`src/rtl/commit_tracer_if.sv`:
```
// commit_tracer_if: issue/kill/retire inputs and retired-record/status outputs of the commit tracer.
interface commit_tracer_if;
   logic        iss_v;
   logic [31:0] iss_pc;
   logic [31:0] iss_inst;
   logic        kill;
   logic        ret_v;
   logic        wb_v;
   logic [4:0]  wb_rd;
   logic [31:0] wb_data;
   logic [31:0] pass_pc;
   logic [31:0] fail_pc;
   logic        rec_v;
   logic [31:0] rec_pc;
   logic [31:0] rec_inst;
   logic        rec_wb_v;
   logic [4:0]  rec_rd;
   logic [31:0] rec_data;
   logic [31:0] retire_cnt;
   logic [1:0]  status;
   logic        done;
   logic        ovf;
   logic        unf;
   modport slave (
      input  iss_v, iss_pc, iss_inst, kill, ret_v, wb_v, wb_rd, wb_data, pass_pc, fail_pc,
      output rec_v, rec_pc, rec_inst, rec_wb_v, rec_rd, rec_data, retire_cnt, status, done, ovf, unf
   );
   modport master (
      output iss_v, iss_pc, iss_inst, kill, ret_v, wb_v, wb_rd, wb_data, pass_pc, fail_pc,
      input  rec_v, rec_pc, rec_inst, rec_wb_v, rec_rd, rec_data, retire_cnt, status, done, ovf, unf
   );
endinterface

```
`src/rtl/commit_tracer.sv`:
```
// commit_tracer: in-order retirement tracer emitting one record per retired instruction plus a PASS/FAIL status FSM.
// Defining COMMIT_TIMEOUT_EN adds a watchdog that enters TIMEOUT after TIMEOUT cycles without a record.
module commit_tracer #(
   parameter int DEPTH   = 4,
   parameter int TIMEOUT = 10000
) (
   input logic            clk,
   input logic            reset,
   commit_tracer_if.slave bus
);
   localparam int AW = (DEPTH > 1) ? $clog2(DEPTH) : 1;
   typedef enum logic [1:0] {RUN, PASS, FAIL, TMO} state_e;
   state_e          st_q, st_d;
   logic [AW-1:0]   head_q, head_d, tail_q, tail_d;
   logic [AW:0]     cnt_q, cnt_d;
   logic [63:0]     mem_q [DEPTH];
   logic            ovf_q, ovf_d, unf_q, unf_d;
   logic            rec_v_q, rec_wb_v_q;
   logic [4:0]      rec_rd_q;
   logic [31:0]     rec_pc_q, rec_inst_q, rec_data_q, ret_cnt_q;
   logic            done, full, empty, pop, push, drop, tmo_hit;
   logic [31:0]     head_pc;
   assign done    = st_q != RUN;
   assign full    = cnt_q == (AW+1)'(DEPTH);
   assign empty   = cnt_q == '0;
   assign pop     = !done && bus.ret_v && !empty;
   assign push    = !done && bus.iss_v && !bus.kill && (!full || pop);
   // a kill never removes the entry that is retiring in the same cycle
   assign drop    = !done && bus.kill && !bus.iss_v && !empty && !(cnt_q == (AW+1)'(1) && pop);
   assign head_pc = mem_q[head_q][63:32];
`ifdef COMMIT_TIMEOUT_EN
   logic [31:0] idle_q;
   always_ff @(posedge clk)
      idle_q <= (!reset || pop) ? '0 : (st_q == RUN) ? idle_q + 32'd1 : idle_q;
   assign tmo_hit = st_q == RUN && !pop && idle_q == 32'(TIMEOUT - 1);
`else
   assign tmo_hit = 1'b0;
`endif
   always_comb begin
      head_d = head_q + AW'(pop);
      tail_d = tail_q + AW'(push) - AW'(drop);
      cnt_d  = cnt_q + (AW+1)'(push) - (AW+1)'(pop) - (AW+1)'(drop);
      ovf_d  = ovf_q | (!done && bus.iss_v && !bus.kill && full && !pop);
      unf_d  = unf_q | (!done && bus.ret_v && empty);
      st_d   = (pop && head_pc == bus.pass_pc) ? PASS :
               (pop && head_pc == bus.fail_pc) ? FAIL :
               tmo_hit ? TMO : st_q;
   end
   always_ff @(posedge clk)
      if (push) mem_q[tail_q] <= {bus.iss_pc, bus.iss_inst};
   always_ff @(posedge clk) begin
      if (!reset) begin
         st_q       <= RUN;
         head_q     <= '0;
         tail_q     <= '0;
         cnt_q      <= '0;
         ovf_q      <= 1'b0;
         unf_q      <= 1'b0;
         rec_v_q    <= 1'b0;
         rec_pc_q   <= '0;
         rec_inst_q <= '0;
         rec_wb_v_q <= 1'b0;
         rec_rd_q   <= '0;
         rec_data_q <= '0;
         ret_cnt_q  <= '0;
      end else begin
         st_q       <= st_d;
         head_q     <= head_d;
         tail_q     <= tail_d;
         cnt_q      <= cnt_d;
         ovf_q      <= ovf_d;
         unf_q      <= unf_d;
         rec_v_q    <= pop;
         rec_pc_q   <= pop ? head_pc : '0;
         rec_inst_q <= pop ? mem_q[head_q][31:0] : '0;
         rec_wb_v_q <= pop && bus.wb_v;
         rec_rd_q   <= (pop && bus.wb_v) ? bus.wb_rd : '0;
         rec_data_q <= (pop && bus.wb_v) ? bus.wb_data : '0;
         ret_cnt_q  <= ret_cnt_q + 32'(pop);
      end
   end
   assign bus.rec_v      = rec_v_q;
   assign bus.rec_pc     = rec_pc_q;
   assign bus.rec_inst   = rec_inst_q;
   assign bus.rec_wb_v   = rec_wb_v_q;
   assign bus.rec_rd     = rec_rd_q;
   assign bus.rec_data   = rec_data_q;
   assign bus.retire_cnt = ret_cnt_q;
   assign bus.status     = st_q;
   assign bus.done       = done;
   assign bus.ovf        = ovf_q;
   assign bus.unf        = unf_q;
endmodule

```
`src/flat_wrapper.sv`:
```
// flat-port wrapper written by rule: the top's interface ports become plain ports
module commit_tracer_flat 
#(
   parameter int DEPTH   = 4,
   parameter int TIMEOUT = 10000
)
  (clk, reset, bus_iss_v, bus_iss_pc, bus_iss_inst, bus_kill, bus_ret_v, bus_wb_v, bus_wb_rd, bus_wb_data, bus_pass_pc, bus_fail_pc, bus_rec_v, bus_rec_pc, bus_rec_inst, bus_rec_wb_v, bus_rec_rd, bus_rec_data, bus_retire_cnt, bus_status, bus_done, bus_ovf, bus_unf);
  commit_tracer_if bus_i ();
  input logic clk;
  input logic reset;
  input wire logic [$bits(bus_i.iss_v)-1:0] bus_iss_v;
  input wire logic [$bits(bus_i.iss_pc)-1:0] bus_iss_pc;
  input wire logic [$bits(bus_i.iss_inst)-1:0] bus_iss_inst;
  input wire logic [$bits(bus_i.kill)-1:0] bus_kill;
  input wire logic [$bits(bus_i.ret_v)-1:0] bus_ret_v;
  input wire logic [$bits(bus_i.wb_v)-1:0] bus_wb_v;
  input wire logic [$bits(bus_i.wb_rd)-1:0] bus_wb_rd;
  input wire logic [$bits(bus_i.wb_data)-1:0] bus_wb_data;
  input wire logic [$bits(bus_i.pass_pc)-1:0] bus_pass_pc;
  input wire logic [$bits(bus_i.fail_pc)-1:0] bus_fail_pc;
  output wire logic [$bits(bus_i.rec_v)-1:0] bus_rec_v;
  output wire logic [$bits(bus_i.rec_pc)-1:0] bus_rec_pc;
  output wire logic [$bits(bus_i.rec_inst)-1:0] bus_rec_inst;
  output wire logic [$bits(bus_i.rec_wb_v)-1:0] bus_rec_wb_v;
  output wire logic [$bits(bus_i.rec_rd)-1:0] bus_rec_rd;
  output wire logic [$bits(bus_i.rec_data)-1:0] bus_rec_data;
  output wire logic [$bits(bus_i.retire_cnt)-1:0] bus_retire_cnt;
  output wire logic [$bits(bus_i.status)-1:0] bus_status;
  output wire logic [$bits(bus_i.done)-1:0] bus_done;
  output wire logic [$bits(bus_i.ovf)-1:0] bus_ovf;
  output wire logic [$bits(bus_i.unf)-1:0] bus_unf;
  assign bus_i.iss_v = bus_iss_v;
  assign bus_i.iss_pc = bus_iss_pc;
  assign bus_i.iss_inst = bus_iss_inst;
  assign bus_i.kill = bus_kill;
  assign bus_i.ret_v = bus_ret_v;
  assign bus_i.wb_v = bus_wb_v;
  assign bus_i.wb_rd = bus_wb_rd;
  assign bus_i.wb_data = bus_wb_data;
  assign bus_i.pass_pc = bus_pass_pc;
  assign bus_i.fail_pc = bus_fail_pc;
  assign bus_rec_v = bus_i.rec_v;
  assign bus_rec_pc = bus_i.rec_pc;
  assign bus_rec_inst = bus_i.rec_inst;
  assign bus_rec_wb_v = bus_i.rec_wb_v;
  assign bus_rec_rd = bus_i.rec_rd;
  assign bus_rec_data = bus_i.rec_data;
  assign bus_retire_cnt = bus_i.retire_cnt;
  assign bus_status = bus_i.status;
  assign bus_done = bus_i.done;
  assign bus_ovf = bus_i.ovf;
  assign bus_unf = bus_i.unf;
  commit_tracer #(.DEPTH(DEPTH), .TIMEOUT(TIMEOUT)) u_core (.clk(clk), .reset(reset), .bus(bus_i));
endmodule
```
`config.mk`:
```
export PLATFORM = sky130hd
export DESIGN_NAME = commit_tracer_flat
export DESIGN_NICKNAME = d
export VERILOG_FILES = /design/src/rtl/commit_tracer_if.sv /design/src/rtl/commit_tracer.sv /design/src/flat_wrapper.sv
export SDC_FILE = /design/constraint.sdc
export NUM_CORES = 1
export LEC_CHECK = 0
export CORE_MARGIN = 8
export CORE_UTILIZATION = 42
export CTS_CLUSTER_DIAMETER = 50
export DETAILED_ROUTE_END_ITERATION = 12
export PLACE_DENSITY = 0.68
export SETUP_SLACK_MARGIN = 0.4
export SLEW_MARGIN = 20
export SYNTH_ARGS = -nofsm -noshare
export SYNTH_HDL_FRONTEND = slang
export SYNTH_SLANG_ARGS = --single-unit
```
`constraint.sdc`:
```
create_clock -name clk -period 14.1 [get_ports clk]
set_clock_uncertainty 0.2 [all_clocks]
set_input_delay 1.41 -clock clk [delete_from_list [all_inputs] [get_ports clk]]
set_output_delay 1.41 -clock clk [all_outputs]
set_load 0.005 [all_outputs]
```
==> run_results.csv <==
group,metric,value,unit
drt,wl,38200,microns
clock_tree,tritoncts,"done",
yosys,syn-num-nets,1105,
timing,max_freq,0.220,GHz
flow_run,drv.max_cap_violation_count,0,
timing,setup-violations-final,0,
final_layout,ff_latch_area,10600,sq um
global_routing,grt_usage,17.7,%
yosys,synth_edf_count,256,
hold_path,worstHoldPathType,"flip-flop to flip-flop",
clock_tree,ctsHtreeMaxLevel,2,
setup_path,worst_ep_arrival_time,4.79,ns
clock_tree,clock_sink_count,402,
clock_tree,number_of_buffers_added_for_setup_after_cts,0,
drt,routed-via-count,9019,
final_layout,fin_util,57.2,%
floorplanning,core-area,35500,sq um
yosys,yosys_register_bits,402,
global_routing,grt_pass1_vias,9494,
drt,antenna_left,0,
placed_design,detailed_place_hpwl,25400,microns
timing,max_slew.worst_pin.slew,0.981,ns
clock_tree,clock_pin_slew_on_the_worst_setup_and_hold_paths,0.05,ns
yosys,post-synth-top-count-cell,"edfxtp_1",
yosys,ys.flop_type,"edfxtp_1",
yosys,syn-cell-area,15100,sq um
floorplanning,core.rowCount,69,
yosys,ys.warnings.count,0,
timing,final_cycle_share,32.3,%
drt,detailedRoute.firstPassIterationCount,5,
timing,maxSlewHeadroom,34.0,%
timing,final-hold-violation-count,0,
drt,violation_count_after_the_first_detailed_route_iteration,505,
placed_design,gpl.final_weighted_congestion,0.792,
yosys,syn_avg_cell_area,16.4,sq um
final_layout,num-fill-cells,2828,
clock_tree,cts_repair_resize_count,0,
timing,timing_max_transition_violations_final,0,
placed_design,placement.io_buffers,310,
pwr,cellLeakagePower,7.16,nW
timing,rsz_0062_raised_after_global_routing,"no",
yosys,synth.cells.most_frequent,"edfxtp_1, dfxtp_1, and2_1, and3_1, xnor2_1",
clock_tree,cts_root_buf,"clkbuf_16",
floorplanning,die_w,206,microns
final_layout,post_route_cells_drive_above_1_share,11.3,%
clock_tree,cts.hold.buffers_added,0,
drt,vias_per_cell,5.13,
yosys,post_synthesis_cells,925,
yosys,synth_area_leaders,"edfxtp_1, dfxtp_1, mux4_2, xnor2_1, and2_1",
drt,wire_per_inst,21.7,microns
setup_path,critical_path.max_fanout,59,
setup_path,crit_type,"input pin to flip-flop",
yosys,register_area_share_after_synthesis,70.2,%
setup_path,critical_path_required,14.34,ns
outcome,run_status,"finished, final reports clean",
floorplanning,die_height,206,microns
pwr,max-vdd-ir-drop,0.128,mV
global_routing,wire_length_of_the_first_global_routing_pass,56100,microns
floorplanning,floorplan.initialDensity,42.6,%
pwr,p_per_area,162,nW/um^2
yosys,synthDominantAreaCellType,"edfxtp_1",
final_layout,area_growth_syn_to_layout,34.3,%
setup_path,setup.worst_path.start_class,"input pin",
yosys,async_flop_share,0,%
setup_path,crit_path_end_kind,"flip-flop",
global_routing,number_of_antenna_violations_at_the_first_check_in_global_routing,8,
final_layout,multi_input_comb_area,4270,sq um
clock_tree,clock_path_buffers,3,
clock_tree,tritoncts_buffer_count,47,
global_routing,globalRoute.totalOverflow,0,
floorplanning,i_o_pins,311,
yosys,synthDominantCellAreaShare,50.8,%
drt,drc,0,
timing,tns,0,ns
timing,post_layout_minimum_cycle_time,4.55,ns
final_layout,final_net_count,1433,
clock_tree,insertion_delay,0.57,ns
global_routing,grt_max_degree,98,
floorplanning,die_area,42300,sq um
yosys,netlist-cell-type-count,51,
==> area by class of cell <==
type | instances | share of cell area (%)
Tap cell | 461 | 2.84
Inverter | 12 | 0.222
Timing Repair Buffer | 319 | 15.6
Clock buffer | 57 | 6.28
Antenna cell | 4 | 0.0493
Clock inverter | 31 | 1.69
Sequential cell | 402 | 52.3
Multi-Input combinational cell | 471 | 21.0
==> through the flow <==
stage	hold WS, ns	total power, W	std cells	worst slack [ns]	area [sq um]
floorplan	0.254	0.00183	925	7.20	15100
global placement	0.249	0.00207	1665	9.02	18700
detailed placement	0.262	0.00208	1665	8.99	18700
CTS	0.274	0.00333	1753	9.58	20300
global route	0.288	0.00342	1756	9.30	20300
finish	0.273	0.00328	1757	9.55	20300
==> flip-flops by register name, summed over array words and instances, names as in the netlist <==
register               flops
u_core.bus.rec_inst       32
u_core.bus.rec_rd          5
u_core.bus.unf             1
u_core.tail_q              2
u_core.bus.rec_v           1
u_core.cnt_q               3
u_core.head_q              2
u_core.bus.status          2
u_core.mem_q             256
u_core.bus.rec_pc         32
u_core.bus.rec_wb_v        1
u_core.bus.rec_data       32
u_core.bus.retire_cnt     32
u_core.bus.ovf             1
==> critical path: stages <==
cell and delay (ns):
clkdlybuf4s50_1 0.50, and3_2 0.18, buf_4 0.58, ha_1 0.29, ha_1 0.20, nand2_1 0.11, nor4_2 0.55, nand4_1 0.36
nor2_1 0.23, nand2_1 0.09, xnor2_1 0.13, and2_1 0.16
==> path summary, 6_finish.rpt <==
check	start	to	slack (ns)	cells after the start
worst max-delay path	bus_ret_v	u_core.bus.retire_cnt[30]	9.55	12
worst max register to register	u_core.head_q[0]	u_core.bus.status[1]	9.90	8
worst min register to register	u_core.bus.unf	u_core.bus.unf	0.27	1
worst min-delay path	u_core.bus.unf	u_core.bus.unf	0.27	1
==> where the power goes <==
group | internal (W) | switching [W] | total [W]
combinational | 0.000322 | 0.000311 | 0.000633
clock | 0.000747 | 0.000491 | 0.00124
sequential | 0.00135 | 0.0000560 | 0.00141
total | 0.00242 | 0.000858 | 0.00328
==> logic make-up after synthesis <==
group	count (synthesis)	synth area share [%]
DFF	402	70.2
and+or+nand+nor	232	8.95
xor gates and xnor gates	92	5.33
muxes	91	10.7
buffers and inverters	52	1.76
AOI/OAI and AO/OA	47	2.28
adders and majority gates	9	0.794
==> per-layer routing <==
metal	vias to the layer above	wire [microns]	track usage [%]
li1	4167	-	-
met4	10	1050	7.43
met2	281	19300	29.8
met1	4483	15200	21.3
met5	-	67	0
met3	78	2610	4.49
==> layout by cell type (no fill, tap or decap), drive strengths merged, types with 3 or more instances in the layout <==
cell type        n
a222oi           3
or3              4
inv             21
nor3             8
bufinv           5
nand2           20
clkinvlp         4
o2111ai          3
xnor2           52
xor2            40
nor2b           10
o21ai            7
edfxtp         256
nor4             5
diode            4
clkbuf          57
dfxtp          146
nor2            19
a211oi           7
a31oi            3
a21boi           4
nand3           13
buf             10
mux2             8
mux4            52
clkinv          13
clkdlybuf4s50  309
o22ai            4
and2            68
and3            64
mux2i           31
a21oi            4
nand4           14
ha               8
Note: power is estimated with default switching activity, not from simulation.
